## src/rtl/spi_target.sv

```systemverilog
// spi_target: SPI mode-0 target (slave) core, MSB first, 8-bit bytes.
// All SPI pins are oversampled in the clk domain. Received bytes are
// returned on rx_byte_o/rx_en_o; transmit bytes are taken through a
// one-byte holding register with a tx_ready_o/tx_en_i handshake.
//
// Ports:
//   clk, reset        system clock, synchronous active-high reset
//   spi_clk_i         SCK from the external host (asynchronous)
//   spi_csn_i         chip select, active low (asynchronous)
//   spi_mosi_i        MOSI (asynchronous)
//   spi_miso_o        MISO data (registered)
//   spi_miso_drive_o  MISO output enable, high while selected
//   tx_byte_i/tx_en_i write the holding register when tx_ready_o=1
//   tx_ready_o        holding register empty
//   rx_byte_o/rx_en_o last complete received byte / one-cycle update pulse
//   sel_o             frame active
//   frame_start_o     one-cycle pulse at frame start
//   frame_end_o       one-cycle pulse at frame end
//   tx_underrun_o     one-cycle pulse when IDLE_BYTE was loaded
//
// state     | meaning
// ----------+---------------------------------------------------------
// WAIT_HIGH | after reset; wait for a genuinely sampled CSn high
// IDLE      | not selected; waiting for CSn falling edge
// ACTIVE    | selected; shifting on SCK edges until CSn rises
module spi_target #(
  parameter int         SYNC_STAGES = 2,
  parameter logic [7:0] IDLE_BYTE   = 8'hFF
) (
  input  logic       clk,
  input  logic       reset,
  input  logic       spi_clk_i,
  input  logic       spi_csn_i,
  input  logic       spi_mosi_i,
  output logic       spi_miso_o,
  output logic       spi_miso_drive_o,
  input  logic [7:0] tx_byte_i,
  input  logic       tx_en_i,
  output logic       tx_ready_o,
  output logic [7:0] rx_byte_o,
  output logic       rx_en_o,
  output logic       sel_o,
  output logic       frame_start_o,
  output logic       frame_end_o,
  output logic       tx_underrun_o
);

  typedef enum logic [1:0] {
    ST_WAIT_HIGH = 2'd0,
    ST_IDLE      = 2'd1,
    ST_ACTIVE    = 2'd2
  } state_t;

  // The flush counter runs until every synchronizer and edge flop holds a
  // value taken from the pins rather than its reset value. Without it the
  // csn chain's reset value of 1 would look like a CSn falling edge when
  // the host holds CSn low through reset release.
  localparam int FLUSH_W = $clog2(SYNC_STAGES + 2);
  localparam logic [FLUSH_W-1:0] FLUSH_MAX = FLUSH_W'(SYNC_STAGES + 1);

  logic [SYNC_STAGES-1:0] sck_sync;
  logic [SYNC_STAGES-1:0] csn_sync;
  logic [SYNC_STAGES-1:0] mosi_sync;
  logic                   sck_d;
  logic                   csn_d;
  logic [FLUSH_W-1:0]     flush_cnt;

  logic sck_s, csn_s, mosi_s;
  logic sck_rise, sck_fall, csn_rise, csn_fall;
  logic flushed;

  state_t state, state_nx;
  logic   start_frame, end_frame, sck_rise_act, sck_fall_act, byte_load;

  logic [2:0] bit_cnt;
  logic       byte_done;
  logic [7:0] rx_shift;
  logic [7:0] rx_nx;
  logic [7:0] tx_shift;
  logic [7:0] hold;
  logic       hold_full;

  // ---------------------------------------------------------------
  // Synchronizers and edge detection
  // ---------------------------------------------------------------
  always_ff @(posedge clk) begin
    if (reset) begin
      sck_sync  <= '0;
      csn_sync  <= '1;
      mosi_sync <= '0;
      sck_d     <= 1'b0;
      csn_d     <= 1'b1;
      flush_cnt <= '0;
    end else begin
      sck_sync  <= {sck_sync[SYNC_STAGES-2:0], spi_clk_i};
      csn_sync  <= {csn_sync[SYNC_STAGES-2:0], spi_csn_i};
      mosi_sync <= {mosi_sync[SYNC_STAGES-2:0], spi_mosi_i};
      sck_d     <= sck_sync[SYNC_STAGES-1];
      csn_d     <= csn_sync[SYNC_STAGES-1];
      if (flush_cnt != FLUSH_MAX)
        flush_cnt <= flush_cnt + 1'b1;
    end
  end

  assign sck_s    = sck_sync[SYNC_STAGES-1];
  assign csn_s    = csn_sync[SYNC_STAGES-1];
  assign mosi_s   = mosi_sync[SYNC_STAGES-1];
  assign sck_rise =  sck_s & ~sck_d;
  assign sck_fall = ~sck_s &  sck_d;
  assign csn_rise =  csn_s & ~csn_d;
  assign csn_fall = ~csn_s &  csn_d;
  assign flushed  = (flush_cnt == FLUSH_MAX);

  // ---------------------------------------------------------------
  // Frame state machine
  // ---------------------------------------------------------------
  always_ff @(posedge clk) begin
    if (reset)
      state <= ST_WAIT_HIGH;
    else
      state <= state_nx;
  end

  always_comb begin
    state_nx     = state;
    start_frame  = 1'b0;
    end_frame    = 1'b0;
    sck_rise_act = 1'b0;
    sck_fall_act = 1'b0;
    unique case (state)
      ST_WAIT_HIGH: begin
        if (flushed && csn_s)
          state_nx = ST_IDLE;
      end
      ST_IDLE: begin
        if (csn_fall) begin
          state_nx    = ST_ACTIVE;
          start_frame = 1'b1;
        end
      end
      ST_ACTIVE: begin
        // CSn deassert wins over an SCK edge seen in the same cycle.
        if (csn_rise) begin
          state_nx  = ST_IDLE;
          end_frame = 1'b1;
        end else if (sck_rise) begin
          sck_rise_act = 1'b1;
        end else if (sck_fall) begin
          sck_fall_act = 1'b1;
        end
      end
      default: state_nx = ST_WAIT_HIGH;
    endcase
  end

  assign byte_load = start_frame | (sck_fall_act & byte_done);
  assign rx_nx     = {rx_shift[6:0], mosi_s};

  // ---------------------------------------------------------------
  // Shift registers, holding register and status pulses
  // ---------------------------------------------------------------
  always_ff @(posedge clk) begin
    if (reset) begin
      bit_cnt       <= 3'd0;
      byte_done     <= 1'b0;
      rx_shift      <= 8'h00;
      tx_shift      <= 8'h00;
      hold          <= 8'h00;
      hold_full     <= 1'b0;
      rx_byte_o     <= 8'h00;
      rx_en_o       <= 1'b0;
      frame_start_o <= 1'b0;
      frame_end_o   <= 1'b0;
      tx_underrun_o <= 1'b0;
      spi_miso_o    <= 1'b0;
    end else begin
      rx_en_o       <= 1'b0;
      frame_start_o <= start_frame;
      frame_end_o   <= end_frame;
      tx_underrun_o <= byte_load & ~hold_full;

      // Partial bytes are dropped at either end of a frame.
      if (start_frame || end_frame) begin
        bit_cnt   <= 3'd0;
        byte_done <= 1'b0;
        rx_shift  <= 8'h00;
      end

      if (sck_rise_act) begin
        rx_shift <= rx_nx;
        bit_cnt  <= bit_cnt + 3'd1;
        if (bit_cnt == 3'd7) begin
          rx_byte_o <= rx_nx;
          rx_en_o   <= 1'b1;
          byte_done <= 1'b1;
        end
      end

      if (byte_load) begin
        byte_done <= 1'b0;
        if (hold_full) begin
          tx_shift  <= hold;
          hold_full <= 1'b0;
        end else begin
          tx_shift <= IDLE_BYTE;
        end
      end else if (sck_fall_act) begin
        tx_shift <= {tx_shift[6:0], 1'b0};
      end

      // Only accepted while empty, so it never collides with the load
      // above emptying a full register; a write racing a load of an empty
      // register is kept for the following load.
      if (tx_en_i && !hold_full) begin
        hold      <= tx_byte_i;
        hold_full <= 1'b1;
      end

      spi_miso_o <= (state == ST_ACTIVE) & tx_shift[7];
    end
  end

  assign tx_ready_o       = ~hold_full;
  assign sel_o            = (state == ST_ACTIVE);
  assign spi_miso_drive_o = sel_o;

endmodule

```

## config.mk

```make
export PLATFORM = sky130hd
export DESIGN_NAME = spi_target
export DESIGN_NICKNAME = d
export VERILOG_FILES = /design/src/rtl/spi_target.sv
export SDC_FILE = /design/constraint.sdc
export NUM_CORES = 1
export LEC_CHECK = 0
export CAP_MARGIN = 25
export CORE_ASPECT_RATIO = 0.9
export CORE_MARGIN = 2
export CORE_UTILIZATION = 45
export CTS_CLUSTER_DIAMETER = 30
export DETAILED_ROUTE_END_ITERATION = 6
export PLACE_DENSITY_LB_ADDON = 0.1
export SETUP_SLACK_MARGIN = 0.5
export SLEW_MARGIN = 20
export SYNTH_ARGS = -nofsm -noshare
export SYNTH_HDL_FRONTEND = slang
export SYNTH_SLANG_ARGS = --single-unit
```

## constraint.sdc

```tcl
create_clock -name clk -period 2 [get_ports clk]
set_input_delay 0.2 -clock clk [delete_from_list [all_inputs] [get_ports clk]]
set_output_delay 0.2 -clock clk [all_outputs]
set_load 0.05 [all_outputs]
```

### Word level (Yosys, flattened, before mapping)

Cells that the tools add are included.

| storage, ports and cells | value |
|---|---|
| register bits | 53 |
| output and inout port bits | 16 |
| logic and storage cells | 83 |

| operators by class | value |
|---|---|
| add/sub/neg operators | 2 |
| eq/ne operators | 8 |
| mux-type cells | 28 |
| bitwise logic cells | 14 |
| reductions and logical operators | 12 |

Operators with widths:

| cell | number |
|---|---|
| 2-to-1 mux 8 bit | 3 |
| 2-to-1 mux 1 bit | 17 |
| 2-to-1 mux 7 bit | 2 |
| bitwise AND 1 bit | 7 |
| 2-to-1 mux 2 bit | 3 |
| 2-to-1 mux 3 bit | 2 |
| inequality test 2 bit, second input constant | 3 |
| NOT 1 bit | 6 |
| case mux 2 bit (3 select lines) | 1 |
| nonzero test 2 bit | 3 |
| equality test 2 bit, second input constant | 2 |
| OR reduction 2 bit | 2 |
| adder 3 x 1 -> 3 bit, second input constant | 1 |
| equality test 3 bit, second input constant | 1 |
| AND reduction 3 bit | 1 |
| adder 2 x 1 -> 2 bit, second input constant | 1 |
| equality test 2 x 1 -> 1 bit, second input constant | 1 |
| logical AND 1 bit | 2 |
| logical NOT 2 bit | 1 |
| inequality test 2 x 1 -> 1 bit, second input constant | 1 |
| AND reduction 2 bit | 1 |
| logical NOT 1 bit | 1 |
| logical OR 1 bit | 1 |
| OR 1 bit | 1 |

### Logic depth before layout (Yosys ltp)

Gate-level depths: netlist of the first run.

| depth | value |
|---|---|
| depth in word-level cells | 10 |
| gate-level depth with buffers | 7 |

### Worst setup path before layout of the first run

No wires, ideal clock.

| timing path | value |
|---|---|
| path kind | register -> register |
| from | register bit_cnt[0] |
| to | register rx_byte_o[7] |
| data arrival time | 1.250 ns |
| slack | 0.620 ns |
| stages on the path, launching flop included | 7 |
| period minus slack after synthesis | 1.380 ns |
| path through | dfxtp_1 -> ha_1 -> ha_1 -> buf_2 -> nand4_1 -> nand2_1 -> a21oi_2 |

| on the way | value |
|---|---|
| cells in the longest elaborated chain, start to end | 2 |

Ends and longest elaborated chain:

| what | RTL line | source |
|---|---|---|
| start: declaration | 75 | `logic [2:0] bit_cnt;` |
| start signal: assignment | 191 | `bit_cnt <= bit_cnt + 3'd1;` |
| equality test 3 bit | 192 | `if (bit_cnt == 3'd7) begin` |
| AND reduction 2 bit (no line) | -- |  |
| end signal: assignment | 193 | `rx_byte_o <= rx_nx;` |
| end: declaration | 40 | `output logic [7:0] rx_byte_o,` |

Every way passes these cells.
A chain may end at the register's enable or synchronous reset.

### Worst setup path after layout of the first run

| timing path | value |
|---|---|
| from | register hold_full |
| to | output tx_ready_o |

| on the way | value |
|---|---|
| cells in the longest elaborated chain, start to end | 1 |

Ends and longest elaborated chain:

| what | RTL line | source |
|---|---|---|
| start: declaration | 81 | `logic hold_full;` |
| start signal: assignment | 169 | `hold_full <= 1'b0;` |
| start signal: assignment | 203 | `hold_full <= 1'b0;` |
| start signal: assignment | 216 | `hold_full <= 1'b1;` |
| NOT 1 bit | 223 | `assign tx_ready_o = ~hold_full;` |
| end: declaration | 39 | `output logic tx_ready_o,` |

Every way passes these cells.

==> qor.yml, run 1 <==
status:
  outcome: "finished, final reports clean"
floorplanning:
  die-area_um2: 5150
  initial_core_util_pct: 46.6
  core_area_um2: 4430
  dieWidth_um: 75.4
  die_y_um: 68.3
  io_pins: 30
  rows: 23
min_path:
  whs_path_depth: 1
  hold_class: "reg -> reg"
  hold_end: "csn_sync[1]"
  hold_start: "csn_sync[0]"
setup_path:
  r2r_start: "csn_d"
  end_kind: "output pin"
  worst_ep_arrival_time_ps: 1230
  rrSetupSlack_ps: 630
  critical_path_class: "reg -> out"
  ff2ff_path_depth: 4
  cp_data_required_time_ps: 1800
  worstPathMaxFanout: 3
  crit_path_start_kind: "flip-flop"
  rr_endpoint: "tx_shift[3]"
placed_design:
  portBuffers: 29
  place_hpwl_um: 2400
  globalplace.congestion: 0.703
global_route:
  track_usage_pct: 15.5
  grt_max_degree: 45
  antenna_found_initial: 0
  grt_pass1_wl_um: 6070
  gr-total-overflow: 0
  first_global_vias: 1353
detailed_routing:
  ant_nets: 0
  drt_iter0_drc: 110
  vias_per_cell: 5.10
  dr.pass1.iters: 4
  wl_per_cell_um: 11.8
  drc: 0
  vias: 1602
  wirelength_um: 3700
finish:
  n_antenna_cell: 0
  nets: 269
  n_fill_cell: 463
  regArea_um2: 1060
  drive_gt1_share_pct: 11.9
  utilization_pct: 54.6
  multi_input_area_um2: 883
  syn2layout_area_growth_pct: 17.1
sta:
  maxSlewViolCount: 0
  post-route-period-util_pct: 71.6
  tightest_slew_ps: 800
  grt_setup_unrepaired: "no"
  fin_crit_ps: 1430
  setup_violations: 0
  max_freq_ghz: 0.698
  maxSlewHeadroom_pct: 46.7
  setup_tns_ps: 0
  fin_skew_ps: 5.10
  hold_viol: 0
clock_tree:
  cts_buffers: 5
  cts_tree: "yes"
  post_cts_buffers: 0
  clock_path_buffers: 2
  clk-insertion-delay-late_ps: 300
  root_buffer: "clkbuf_8"
  clk_pin_slew_ps: 80
  clock-sinks: 53
  htree_levels: 2
  ctsHoldBuffers: 0
synthesis:
  synth-seq-area-share_pct: 51.3
  syn_nets: 244
  ys_warn_count: 0
  synth_area_um2: 2070
  syn-instance-count: 227
  syn_avg_cell_area_um2: 9.11
  netlist-cell-type-count: 37
  synth_seq_cells: 53
power:
  ir_worst_vdd_mv: 0.460
  p_per_area_nw_per_um2: 759
  leakagePower_nw: 0.906
job:
  maxCapViolations: 0
-- power by group --
part | leakage [nW] | internal (mW) | switching (mW) | total (mW)
Combinational | 0.431 | 0.0636 | 0.0707 | 0.134
Sequential | 0.431 | 1.09 | 0.0173 | 1.10
Clock | 0.0443 | 0.275 | 0.324 | 0.599
-- layer usage --
layer,track usage [%],wire length [um],up-vias,part of all wire [%]
met2,23.2,1550,27,42
met4,7.24,73,0,2.0
met3,4.27,138,7,3.7
li1,-,-,828,-
met1,20.6,1930,740,52
met5,0,0,-,0
-- synth_stat cells --
master | count | area (um2)
a211oi_2 | 1 | 12.5
a21oi_1 | 27 | 135
a21oi_2 | 1 | 8.76
a221oi_2 | 1 | 15.0
a22oi_1 | 1 | 7.51
a31oi_1 | 6 | 37.5
a41o_1 | 1 | 10.0
and3_1 | 2 | 12.5
and4bb_1 | 1 | 12.5
buf_2 | 2 | 10.0
buf_4 | 2 | 15.0
buf_6 | 6 | 67.6
clkbuf_1 | 7 | 26.3
dfxtp_1 | 53 | 1060
ha_1 | 3 | 37.5
inv_1 | 1 | 3.75
inv_4 | 1 | 6.26
mux2i_1 | 1 | 10.0
nand2_1 | 35 | 131
nand2b_1 | 2 | 12.5
nand2b_4 | 1 | 13.8
nand3_1 | 25 | 125
nand3_2 | 2 | 20.0
nand3b_1 | 6 | 45.0
nand4_1 | 2 | 12.5
nand4bb_1 | 1 | 11.3
nor2_1 | 8 | 30.0
nor2b_1 | 9 | 56.3
nor3_1 | 1 | 5.00
nor3b_1 | 2 | 15.0
o21a_1 | 2 | 15.0
o21ai_0 | 7 | 35.0
o21ai_2 | 1 | 8.76
o22ai_1 | 1 | 6.26
or2_2 | 3 | 18.8
or2b_1 | 1 | 7.51
xor2_1 | 1 | 8.76
-- flip-flops by register name, summed over array words and instances, names as in the netlist, 2 cells and up --
signal and flops:
bit_cnt 3, csn_sync 2, flush_cnt 2, hold 8, mosi_sync 2, rx_byte_o 8
rx_shift 7, sck_sync 2, state 2, tx_shift 8
-- metrics by stage --
stage	area (um2)	setup slack (ps)	total power, mW	std cells	hold WS, ps
floorplan	2070	620	1.22	227	304
global placement	2360	419	1.27	307	399
detailed placement	2360	406	1.27	307	401
CTS	2420	330	1.86	314	423
global route	2420	501	1.91	314	446
finish	2420	568	1.84	314	419
-- cell usage in the layout, fill, tap and decap left out, types with 2 or more instances in the layout --
master	synthesis	layout
nand4_1	2	2
or2_2	3	3
clkbuf_2	0	2
a21oi_1	27	27
dlygate4sd2_1	0	14
nand3_2	2	2
nor3b_1	2	2
a31oi_1	6	6
o21ai_0	7	7
ha_1	3	3
clkdlybuf4s50_1	0	12
nor2b_1	9	9
dfxtp_1	53	53
clkbuf_8	0	6
nor2_1	8	8
nand3b_1	6	6
nand3_1	25	25
nand2_1	35	35
buf_4	2	6
-- worst max-delay path: stages, from the launching register on --
cell and delay (ps):
dfxtp_1 330, inv_1 70, dlygate4sd2_1 530
-- how the worst max path moves through the flow --
stage	cells after the start	end	slack (ps)	startpoint
after floorplan	6	rx_byte_o[7]	620	bit_cnt[0]
after global placement	3	sel_o	420	state[1]
after detailed placement	3	sel_o	410	state[0]
after CTS	3	sel_o	330	state[1]
after global routing	4	tx_shift[3]	500	csn_sync[1]
final	2	tx_ready_o	570	hold_full
-- repair_timing --
| action | CTS | global route |
|---|---|---|
| endpoints found under the hold margin | 0 | 0 |
| gates resized for setup | 18 | 6 |
| pin swaps | 0 | 0 |
| endpoints found under the setup margin | 24 | 31 |
-- cell families (layout without fill, tap and decap cells) --
kind of cell	count (synthesis)	in the layout	share of synthesized area (%)
mux	1	1	0.484
buf+inv	19	44	6.23
simple gates	101	101	25.6
fa+ha+maj	3	3	1.82
compound gates	49	49	14.1
flops	53	53	51.3
xor+xnor	1	1	0.424
-- cell type report --
class                   instances  area share, %
clock buffers                   7           3.57
well taps                      62           3.20
inverters                       2          0.413
repair buffers                 35           12.5
flip-flops and latches         53           43.8
multi-input cells             155           36.5
Note: power is estimated with default switching activity, not from simulation.
==> run 2, diff against run 1 <==
==> constraint.sdc (replaced) <==
create_clock -name clk -period 1.3 [get_ports clk]
set_input_delay 0.13 -clock clk [delete_from_list [all_inputs] [get_ports clk]]
set_output_delay 0.13 -clock clk [all_outputs]
set_load 0.05 [all_outputs]
==> qor.yml, run 2 (synthesis gave the netlist of run 1 again) <==
detailed_routing:
  drc: 0  # unchanged
  vias: 1787  # +12%
  dr.pass1.iters: 4  # unchanged
  ant_nets: 0  # unchanged
  vias_per_cell: 5.21  # +2.1%
  wl_per_cell_um: 13.2  # +12%
  drt_iter0_drc: 140  # +27%
  wirelength_um: 4520  # +22%
sta:
  hold_viol: 0  # unchanged
  fin_skew_ps: 8.39  # +3.29 ps
  fin_crit_ps: 1300
  grt_setup_unrepaired: "yes"
  maxSlewViolCount: 0  # unchanged
  tightest_slew_ps: 381  # -419 ps
  hold_ws_ps: 202  # -217 ps
  setup_violations: 3  # +3
  setup_ws_ps: -3.40  # -571 ps
  max_freq_ghz: 0.767
  post-route-period-util_pct: 100
  maxSlewHeadroom_pct: 74.6  # +28 points
finish:
  reg.largest.list: "hold x8, rx_byte_o x8, tx_shift x8"
  drive_gt1_share_pct: 45.2  # +33 points
  final_common_cell: "dfxtp_1"
  syn2layout_area_growth_pct: 53.0
  n_antenna_cell: 0  # unchanged
  nets: 297  # +10%
  utilization_pct: 71.3  # +17 points
  final_cell_mix: "30 x dfxtp_1, 28 x nand2_1, 22 x a21oi_1"
power:
  leakagePower_nw: 1.12  # +24%
  ir_worst_vdd_mv: 0.671  # +46%
  switchingPower_mw: 0.750  # +82%
  internal_power_mw: 2.43  # +70%
  combPwrFrac_pct: 10.1  # +2.8 points
  clkPwrFrac_pct: 36.1  # +3.5 points
  pwr-share-seq_pct: 53.8  # -6.3 points
  p_per_area_nw_per_um2: 1000  # +32%
  swShare_pct: 23.6  # +1.2 points
clock_tree:
  htree_levels: 2  # unchanged
  cts_tree: "yes"
  clk-insertion-delay-late_ps: 310  # about the same
  clk_pin_slew_ps: 100  # +20 ps
  root_buffer: "clkbuf_8"
  clock-sinks: 53  # unchanged
  cts_buffers: 5  # unchanged
  clock_path_buffers: 2  # unchanged
min_path:
  hold_class: "in -> reg"
status:
  violations: "setup timing"
  outcome: "finished, violations left"
placed_design:
  globalplace.congestion: 0.782  # +11%
  portBuffers: 29  # unchanged
  place_hpwl_um: 2730  # +13%
floorplanning:
  die-area_um2: 5150  # unchanged
  die_y_um: 68.3  # unchanged
  io_pins: 30  # unchanged
  core_area_um2: 4430  # unchanged
  initial_core_util_pct: 46.6  # unchanged
  dieWidth_um: 75.4  # unchanged
  rows: 23  # unchanged
setup_path:
  critical_path_class: "reg -> reg"
  rrSetupSlack_ps: -3  # -630 ps
  worst_ep_arrival_time_ps: 1540  # +310 ps
  worstPathMaxFanout: 18  # +15
  cp_data_required_time_ps: 1540  # -260 ps
  crit_path_start_kind: "flip-flop"
  end_kind: "flip-flop"
job:
  maxCapViolations: 0  # unchanged
global_route:
  first_global_vias: 1623  # +20%
  track_usage_pct: 19.1  # +3.6 points
  gr-total-overflow: 0  # unchanged
  grt_max_degree: 37  # -18%
  antenna_found_initial: 0  # unchanged
  grt_pass1_wl_um: 7350  # +21%
run 2: what timing repair did:
item / in CTS / in global routing
endpoints found under the setup margin: 60 / 61
cloned: 2 / 0
setup buffers: 12 / 2
resized for setup: 41 / 24
pin swaps: 10 / 9
hold buffers: 0 / 0
run 2: worst max-delay path, cell delays in order, from the launching register on:
cell,delay (ps)
dfxtp_2,340
nand2b_4,170
inv_8,70
buf_6,110
and3_4,180
buf_12,140
nand3_1,80
a21oi_1,150
run 2: worst paths after layout:
check / from / endpoint / cells past startpoint
worst max-delay path: state[0] / rx_byte_o[0] / 7
worst min-delay path: reset / frame_start_o / 2
worst max register to register: state[0] / rx_byte_o[0] / 7
worst min register to register: csn_sync[0] / csn_sync[1] / 1
run 2: cell type report:
type | instances | area [um2]
fillers | 345 | 1270
clock buffers | 5 | 68.8
multi-input cells | 156 | 1100
clock inverters | 3 | 46.3
repair buffers | 62 | 759
well taps | 62 | 77.6
inverters | 2 | 15.0
flip-flops and latches | 53 | 1090
run 2: power groups by stage:
stage / combinational, mW / sequential, mW / clock (mW)
2_1_floorplan: 0.159 / 1.74 / 0
3_3_place_gp: 0.251 / 1.75 / 0
3_5_place_dp: 0.254 / 1.75 / 0
4_1_cts: 0.303 / 1.71 / 1.16
5_1_grt: 0.350 / 1.72 / 1.23
6_report: 0.321 / 1.71 / 1.14
run 2: per-layer routing:
layer	up-vias	track usage (%)	part of all wire [%]
met5	-	0	0
met4	0	9.21	1.8
met3	7	3.98	5.1
met2	45	28.2	44
met1	841	26.5	49
li1	894	-	-
run 2: through the flow:
step	total power [mW]	instances	cell area [um2]	setup WS, ps	setup TNS (ps)
after floorplan	1.90	227	2170	15.9	0
after global placement	2.00	319	2700	-69.9	-97.2
after detailed placement	2.00	319	2700	-83.7	-354
after CTS	3.17	341	3070	23.0	0
after global routing	3.30	343	3160	-56.9	-491
final	3.18	343	3160	-3.40	-5.83
==> run 3, diff against run 2 <==
--- a/config.mk
+++ b/config.mk
@@ -5,7 +5,7 @@
 export SDC_FILE = /design/constraint.sdc
 export NUM_CORES = 1
 export LEC_CHECK = 0
-export CAP_MARGIN = 25
+export CAP_MARGIN = 20
 export CORE_ASPECT_RATIO = 0.9
 export CORE_MARGIN = 2
 export CORE_UTILIZATION = 45
==> results of run 3 <==
Final layout, timing and power as in run 2 (identical DEF).
